`config.mk`:
```
export PLATFORM = sky130hd
export DESIGN_NAME = mem_arbiter_flat
export DESIGN_NICKNAME = d
export VERILOG_FILES = /design/src/rtl/mem_arbiter_if.sv /design/src/rtl/mem_arbiter.sv /design/src/flat_wrapper.sv
export SDC_FILE = /design/constraint.sdc
export NUM_CORES = 1
export LEC_CHECK = 0
export ABC_AREA = 1
export BUFFER_PORTS_ARGS = -buffer_cell sky130_fd_sc_hd__clkbuf_2
export CAP_MARGIN = 25
export CORE_ASPECT_RATIO = 0.8
export CORE_MARGIN = 5
export CORE_UTILIZATION = 42
export DETAILED_ROUTE_END_ITERATION = 10
export PLACE_DENSITY = 0.85
export SLEW_MARGIN = 20
export SYNTH_ARGS = -nofsm -noshare
export SYNTH_HDL_FRONTEND = slang
export SYNTH_SLANG_ARGS = --single-unit
```
`constraint.sdc`:
```
create_clock -name clk -period 1.3 [get_ports clk]
set_input_delay 0.065 -clock clk [delete_from_list [all_inputs] [get_ports clk]]
set_output_delay 0.065 -clock clk [all_outputs]
set_load 0.01 [all_outputs]
```
`src/rtl/mem_arbiter_if.sv`:
```
// Pipelined main-memory port shared by the cache miss and store paths.
interface mem_arbiter_if;
    localparam int unsigned AW = 16;
    localparam int unsigned DW = 16;

    logic          en;
    logic          wr;
    logic [AW-1:0] addr;
    logic [DW-1:0] wdata;
    logic [DW-1:0] rdata;
    logic          valid;

    modport master (output en, wr, addr, wdata, input rdata, valid);
    modport slave  (input en, wr, addr, wdata, output rdata, valid);
endinterface

```
`src/rtl/mem_arbiter.sv`:
```
// Arbitrates the memory port between I-miss, D-miss and store requesters;
// a miss issues a whole block of reads and streams the returns into the owner's fill port.
module mem_arbiter #(
    parameter int unsigned LATENCY = 4,
    parameter int unsigned WORDS   = 8
) (
    input  logic          clk,
    input  logic          rst_n,
    input  logic          i_miss_i,
    input  logic [15:0]   i_addr_i,
    input  logic          d_miss_i,
    input  logic [15:0]   d_addr_i,
    input  logic          st_req_i,
    input  logic [15:0]   st_addr_i,
    input  logic [15:0]   st_data_i,
    output logic          st_ack_o,
    mem_arbiter_if.master mem,
    output logic          fill_i_we_o,
    output logic          fill_d_we_o,
    output logic [15:0]   fill_addr_o,
    output logic [15:0]   fill_data_o,
    output logic          i_done_o,
    output logic          d_done_o,
    output logic          busy_o
);
    localparam int unsigned AW   = 16;
    localparam int unsigned IDXW = $clog2(WORDS);
    localparam int unsigned CW   = IDXW + 1;
    localparam logic [AW-1:0]   BLK_MASK  = AW'(2 * WORDS - 1);
    localparam logic [CW-1:0]   ISSUE_END = CW'(WORDS);
    localparam logic [IDXW-1:0] RET_LAST  = IDXW'(WORDS - 1);

    if (WORDS < 2 || (WORDS & (WORDS - 1)) != 0 || LATENCY == 0) begin : g_param_check
        $error("mem_arbiter: WORDS must be a power of two >= 2 and LATENCY >= 1");
    end

    typedef enum logic [1:0] {S_IDLE, S_STORE, S_FILL} state_e;
    typedef enum logic {OWN_I = 1'b0, OWN_D = 1'b1} owner_e;

    state_e          state_q, state_d;
    owner_e          owner_q, owner_d;
    logic [AW-1:0]   base_q, base_d;
    logic [CW-1:0]   issue_cnt_q, issue_cnt_d;
    logic [IDXW-1:0] ret_cnt_q, ret_cnt_d;
    logic [AW-1:0]   st_addr_q, st_addr_d;
    logic [15:0]     st_data_q, st_data_d;

    // Next-state and output decode; outputs only depend on registered state plus mem.valid/rdata.
    always_comb begin
        state_d     = state_q;
        owner_d     = owner_q;
        base_d      = base_q;
        issue_cnt_d = issue_cnt_q;
        ret_cnt_d   = ret_cnt_q;
        st_addr_d   = st_addr_q;
        st_data_d   = st_data_q;
        mem.en      = 1'b0;
        mem.wr      = 1'b0;
        mem.addr    = '0;
        mem.wdata   = '0;
        st_ack_o    = 1'b0;
        fill_i_we_o = 1'b0;
        fill_d_we_o = 1'b0;
        fill_addr_o = '0;
        fill_data_o = mem.rdata;
        i_done_o    = 1'b0;
        d_done_o    = 1'b0;
        busy_o      = (state_q != S_IDLE);

        unique case (state_q)
            S_IDLE: begin
                if (i_miss_i) begin
                    base_d      = i_addr_i & ~BLK_MASK;
                    owner_d     = OWN_I;
                    issue_cnt_d = '0;
                    ret_cnt_d   = '0;
                    state_d     = S_FILL;
                end else if (d_miss_i) begin
                    base_d      = d_addr_i & ~BLK_MASK;
                    owner_d     = OWN_D;
                    issue_cnt_d = '0;
                    ret_cnt_d   = '0;
                    state_d     = S_FILL;
                end else if (st_req_i) begin
                    st_addr_d = st_addr_i;
                    st_data_d = st_data_i;
                    state_d   = S_STORE;
                end
            end
            S_STORE: begin
                mem.en    = 1'b1;
                mem.wr    = 1'b1;
                mem.addr  = st_addr_q;
                mem.wdata = st_data_q;
                st_ack_o  = 1'b1;
                state_d   = S_IDLE;
            end
            S_FILL: begin
                // Issue and return overlap freely; OR-ing the offset keeps addresses inside the block.
                if (issue_cnt_q < ISSUE_END) begin
                    mem.en      = 1'b1;
                    mem.addr    = base_q | (AW'(issue_cnt_q[IDXW-1:0]) << 1);
                    issue_cnt_d = issue_cnt_q + CW'(1);
                end
                fill_addr_o = base_q | (AW'(ret_cnt_q) << 1);
                if (mem.valid) begin
                    fill_i_we_o = (owner_q == OWN_I);
                    fill_d_we_o = (owner_q == OWN_D);
                    ret_cnt_d   = ret_cnt_q + IDXW'(1);
                    if (ret_cnt_q == RET_LAST) begin
                        i_done_o = (owner_q == OWN_I);
                        d_done_o = (owner_q == OWN_D);
                        state_d  = S_IDLE;
                    end
                end
            end
            default: state_d = S_IDLE;
        endcase
    end

    always_ff @(posedge clk or negedge rst_n) begin
        if (!rst_n) begin
            state_q     <= S_IDLE;
            owner_q     <= OWN_I;
            base_q      <= '0;
            issue_cnt_q <= '0;
            ret_cnt_q   <= '0;
            st_addr_q   <= '0;
            st_data_q   <= '0;
        end else begin
            state_q     <= state_d;
            owner_q     <= owner_d;
            base_q      <= base_d;
            issue_cnt_q <= issue_cnt_d;
            ret_cnt_q   <= ret_cnt_d;
            st_addr_q   <= st_addr_d;
            st_data_q   <= st_data_d;
        end
    end
endmodule

```
`src/flat_wrapper.sv`:
```
// flat-port wrapper written by rule: the top's interface ports become plain ports
module mem_arbiter_flat 
#(
    parameter int unsigned LATENCY = 4,
    parameter int unsigned WORDS   = 8
)
  (clk, rst_n, i_miss_i, i_addr_i, d_miss_i, d_addr_i, st_req_i, st_addr_i, st_data_i, st_ack_o, fill_i_we_o, fill_d_we_o, fill_addr_o, fill_data_o, i_done_o, d_done_o, busy_o, mem_en, mem_wr, mem_addr, mem_wdata, mem_rdata, mem_valid);
  mem_arbiter_if mem_i ();
  input  logic clk;
  input  logic rst_n;
  input  logic i_miss_i;
  input  logic [15:0] i_addr_i;
  input  logic d_miss_i;
  input  logic [15:0] d_addr_i;
  input  logic st_req_i;
  input  logic [15:0] st_addr_i;
  input  logic [15:0] st_data_i;
  output logic st_ack_o;
  output logic fill_i_we_o;
  output logic fill_d_we_o;
  output logic [15:0] fill_addr_o;
  output logic [15:0] fill_data_o;
  output logic i_done_o;
  output logic d_done_o;
  output logic busy_o;
  output wire logic [$bits(mem_i.en)-1:0] mem_en;
  output wire logic [$bits(mem_i.wr)-1:0] mem_wr;
  output wire logic [$bits(mem_i.addr)-1:0] mem_addr;
  output wire logic [$bits(mem_i.wdata)-1:0] mem_wdata;
  input wire logic [$bits(mem_i.rdata)-1:0] mem_rdata;
  input wire logic [$bits(mem_i.valid)-1:0] mem_valid;
  assign mem_en = mem_i.en;
  assign mem_wr = mem_i.wr;
  assign mem_addr = mem_i.addr;
  assign mem_wdata = mem_i.wdata;
  assign mem_i.rdata = mem_rdata;
  assign mem_i.valid = mem_valid;
  mem_arbiter #(.LATENCY(LATENCY), .WORDS(WORDS)) u_core (.clk(clk), .rst_n(rst_n), .i_miss_i(i_miss_i), .i_addr_i(i_addr_i), .d_miss_i(d_miss_i), .d_addr_i(d_addr_i), .st_req_i(st_req_i), .st_addr_i(st_addr_i), .st_data_i(st_data_i), .st_ack_o(st_ack_o), .mem(mem_i), .fill_i_we_o(fill_i_we_o), .fill_d_we_o(fill_d_we_o), .fill_addr_o(fill_addr_o), .fill_data_o(fill_data_o), .i_done_o(i_done_o), .d_done_o(d_done_o), .busy_o(busy_o));
endmodule
```
## Word level (Yosys, flattened, before mapping)

Cells that the tools add are included.

- Add/sub/neg operators: 2
- Magnitude comparators: 1
- Equal/unequal tests: 8
- Multiplexer cells: 35
- Bitwise gates (word level): 5
- Reduce and logical (&&, ||, !) cells: 9

Operators by type and width:

| kind | number |
|---|---|
| $mux W16 | 5 |
| $or A16 B4 Y16 | 2 |
| $pmux W16 S2 | 1 |
| $mux W1 | 14 |
| $mux W4 | 3 |
| $mux W2 | 5 |
| $mux W3 | 3 |
| $reduce_and A3 Y1 | 3 |
| $pmux W4 S2 | 1 |
| $pmux W3 S2 | 1 |
| $reduce_bool A2 Y1 | 3 |
| $add A4 B1 Y4 const B | 1 |
| $lt A4 B4 Y1 const B | 1 |
| $ne A2 B1 Y1 const B | 2 |
| $ne A4 B4 Y1 const B | 1 |
| $pmux W2 S2 | 1 |
| $reduce_and A4 Y1 | 1 |
| $add A3 B1 Y3 const B | 1 |
| $eq A3 B3 Y1 const B | 1 |
| $ne A3 B3 Y1 const B | 1 |
| $not A1 Y1 | 3 |
| $eq A2 B1 Y1 const B | 1 |
| $eq A2 B2 Y1 const B | 1 |
| $logic_not A2 Y1 | 1 |
| other kinds (3) | 3 |

- Bits in registers: 58
- Output and inout bits: 72
- Word-level logic and storage cells: 67

## Logic depth before layout (Yosys ltp)

- Depth after elaboration: 4
- Mapped depth: 9

## Worst setup path before layout

No wires, ideal clock.

- Path kind: register to output
- Start: register u_core.state_q[1]
- End: output port mem_addr[1]
- Data arrival time: 1.462 ns
- Setup slack: -0.227 ns
- Cell stages (with the launch flop): 7
- Cell sequence: dfrtp_1 inv_1 ha_1 buf_2 nand3_1 clkbuf_1 o21ai_0

- Word-level cells in the longest chain between the ends: 2

Ends and longest elaborated chain:

| what | line | text |
|---|---|---|
| from (decl) | mem_arbiter.sv:40 | `state_e state_q, state_d;` |
| from (signal assigned) | mem_arbiter.sv:131 | `state_q <= state_d;` |
| $eq A2 B2 Y1 or $eq A2 B1 Y1 (tied branches) | mem_arbiter.sv:70 | `unique case (state_q)` |
| $pmux W16 S2 (*) | mem_arbiter.sv:70 |  |
| to (decl) | flat_wrapper.sv:28 | `output wire logic [$bits(mem_i.addr)-1:0] mem_addr;` |

Mark *: on every way between the ends. The rest lies on a longest branch, timed or not.

## Final worst setup path

- Start: register u_core.state_q[1]
- End: output port mem_addr[11]

The elaborated chain is that of the path after synthesis.

==> out/qor.txt <==
Worst slew margin - 0.617
Vias per inst - 5.26
CP Data Arrival Time - 1.74 ns
Vias in the first global route - 3556
P_leak - 2.98 nW
Critical-path maximum fanout - 6
Hold Crit Class - in2reg
FP Rows - 28
Minimum clock period - 1.80 ns
TritonCTS buffer count - 5
Hold Vio Cnt, Final - 0
Clk root buf - clkbuf_8
Final cell count without fillers - 699
Worst-margin pin slew - 0.575 ns
Cell depth of the worst flop-to-flop path - 9
Pins Over Slew Limit - 0
IO Pins - 158
Startpoint types - flip-flop
Critical-path cell list - buf_4, ha_4, nand3_4, o21ai_0, clkbuf_2
Register share of total power - 0.296
Final wirelength - 12.5 mm
Max_cap viols - 0
GRT overflow - 0
Clock buffer depth - 2
Nets - 702
Initial antenna violation count - 0
Max Freq - 0.555 GHz
Synth top area cells - dfrtp_1 43%, nand2_1 20%, nand3_1 8.3%
Routed Antenna Nets - 0
Final setup fails - 109
Initial DRT Pass Iterations - 5
Post-synthesis register bit count - 54
Outcome - complete, but fails checks
Syn_nets - 528
Synthesis-to-layout area growth - 78.5%
Hold depth - 5
Power Dens Cells - 1900 nW/um^2
Psw - 4.64 mW
Largest area contributor in the netlist - dfrtp_1
VDD IR max - 855 uV
Layout cell share with drive strength beyond 1 - 0.553
Clock transition at path regs - 0.10 ns
Reg-to-reg endpoint - u_core.base_q[6]$_DFFE_PN0P_
Combinational share of power - 0.592
Die area - 9320 sq um
CTS H-tree lvls - 2
Pin count of the biggest net entering global routing - 33
Final HPWL DP - 6.58 mm
CTS Sinks - 54
Clk_skew - 0.00358 ns
CTS tree - done
DR iter-0 viols - 244
PnR worst setup slack - -0.503 ns
Synth Cell Area - 3140 sq um
Tot GR Track Use - 0.233
Hold Crit Start - d_addr_i[12]
Flop-to-flop setup slack - -0.21 ns
Setup TNS - -28.82 ns
Max incr delay on CP - 0.39 ns
CP required - 1.24 ns
Crit-path slowest cell - dfrtp_1
Worst-skew pair later-pin latency - 0.32 ns
Port Buffer Count - 116
WHS Endpoint - u_core.base_q[12]$_DFFE_PN0P_
Yosys warns - 0
Sequential fraction of the synthesis area - 0.430
WL/cell - 17.9 um
Die span in y - 87.3 um
CP Class - reg2out
Worst flop-to-flop path startpoint - u_core.state_q[0]$_DFFE_PN0P_
Cells after synthesis - 435
CP Capture Type - output port
Period utilization - 1.39
GPL Wtd Cong - 0.825
RSZ-0062 raised after global routing - yes
Via count - 3678
Clock group share of total power - 0.112
Chip Width - 107 um
Switching Share - 0.437
CP delay by family, top - flip-flops
Diodes inserted - 0
# DRC - 0
First-pass GRT wire length - 17.2 mm
Failing checks - negative setup slack
Synth top area share - 0.430
Int Pwr - 5.99 mW
Mean Syn Cell Area - 7.22 sq um
Core footprint - 7360 sq um
Initial Util - 0.427
Placed Instances - 625
Post-synth cell types - 24
CP bufs+invs - 2
-- worst register-to-register path: cells and delay by family (launching register included) --
family | cells | cell delay, ns
buffers and inverters | 5 | 0.58
flip-flops | 1 | 0.41
AND/OR/NAND/NOR | 2 | 0.22
adder cells (fa/ha/maj) | 1 | 0.18
AO/OA/AOI/OAI | 1 | 0.07
-- cells in the mapped netlist --
cell and n:
inv_6 1, nand2_4 2, nor2_1 6, nor3_1 2, nand4_1 2, nor2_4 2
buf_2 5, or2_2 1, inv_1 58, dfrtp_1 54, buf_1 1, nand3_1 52
conb_1 1, o21ai_0 30, buf_4 19, clkbuf_1 8, nand2_1 166, buf_6 7
ha_1 7, nor4_1 2, o21ai_1 6, a21oi_1 1, xnor2_1 1, clkbuf_2 1
-- layer usage --
metal / vias to the layer above / global-route usage / wire (um)
met4: 0 / 0.0778 / 314
met2: 174 / 0.408 / 6380
met5: - / 0 / 0
li1: 1684 / - / -
met1: 1776 / 0.286 / 4940
met3: 44 / 0.0534 / 881
-- stage by stage --
step	hold WS (ns)	utilization	worst slack [ns]	total power, mW	cell area [sq um]
detailed placement	0.0519	0.533	-0.199	6.56	3920
floorplan	-0.231	-	-0.0611	5.31	3290
finish	0.0439	0.762	-0.503	10.6	5610
CTS	0.0180	0.669	-0.410	9.42	4920
global placement	0.0502	0.533	-0.135	6.43	3920
global route	0.0616	0.762	-0.515	11.2	5610
-- power groups by stage --
stage	sequential (mW)	clock (mW)	combinational (mW)
after floorplan	2.80	0	2.50
after global placement	2.93	0	3.51
after detailed placement	2.93	0	3.63
after CTS	2.94	1.18	5.30
after global routing	3.22	1.25	6.75
final	3.14	1.19	6.29
-- final cells by class --
type	count	area [sq um]
Clock inverter	1	30.0
Clock buffer	6	82.6
Tap cell	90	113
Fill cell	490	1750
Sequential cell	54	1350
Inverter	59	244
Timing Repair Buffer	203	1710
Timing Repair inverter	1	16.3
Multi-Input combinational cell	285	2050
-- cells in the final DEF (no fill, tap or decap), drive strengths merged --
master / instances
a21oi: 1
buf: 83
bufinv: 1
clkbuf: 93
clkinv: 2
conb: 1
dfrtp: 54
dlygate4sd3: 33
ha: 7
inv: 58
nand2: 171
nand3: 53
nand4: 2
nor2: 8
nor3: 2
nor4: 2
o21ai: 36
or2: 1
xnor2: 1
-- cells by family after synthesis --
| group | synth area share |
|---|---|
| compound gates | 0.0590 |
| flops | 0.430 |
| other cells | 0.00119 |
| xor+xnor | 0.00279 |
| fa+ha+maj | 0.0279 |
| simple gates | 0.316 |
| buf+inv | 0.163 |
-- how the worst max path moves through the flow --
| stage | startpoint | endpoint | slack [ns] | cells after the start |
|---|---|---|---|---|
| after global placement | u_core.state_q[1]$_DFFE_PN0P_ | mem_addr[5] | -0.13 | 6 |
| after CTS | u_core.state_q[0]$_DFFE_PN0P_ | mem_addr[7] | -0.41 | 6 |
| after floorplan | u_core.state_q[1]$_DFFE_PN0P_ | mem_addr[8] | -0.06 | 6 |
| after global routing | u_core.state_q[1]$_DFFE_PN0P_ | mem_addr[4] | -0.51 | 6 |
| final | u_core.state_q[1]$_DFFE_PN0P_ | mem_addr[11] | -0.50 | 5 |
| after detailed placement | u_core.state_q[1]$_DFFE_PN0P_ | mem_addr[5] | -0.20 | 6 |
-- sequential cells by signal (all words and copies together) (netlist names) --
name and cells:
u_core.st_addr_q 16, u_core.st_data_q 16, u_core.base_q 12, u_core.issue_cnt_q 4, u_core.ret_cnt_q 3, u_core.state_q 2, u_core.owner_q 1
-- what timing repair did --
item | 4_1_cts | 5_1_grt
gates resized for setup | 77 | 197
setup endpoints to repair | 105 | 109
endpoints found under the hold margin | 46 | 1
pin swaps | 10 | 44
hold buffers | 32 | 1
setup buffers | 21 | 6
cloned | 7 | 6
Power figures use the tool's default switching activity.
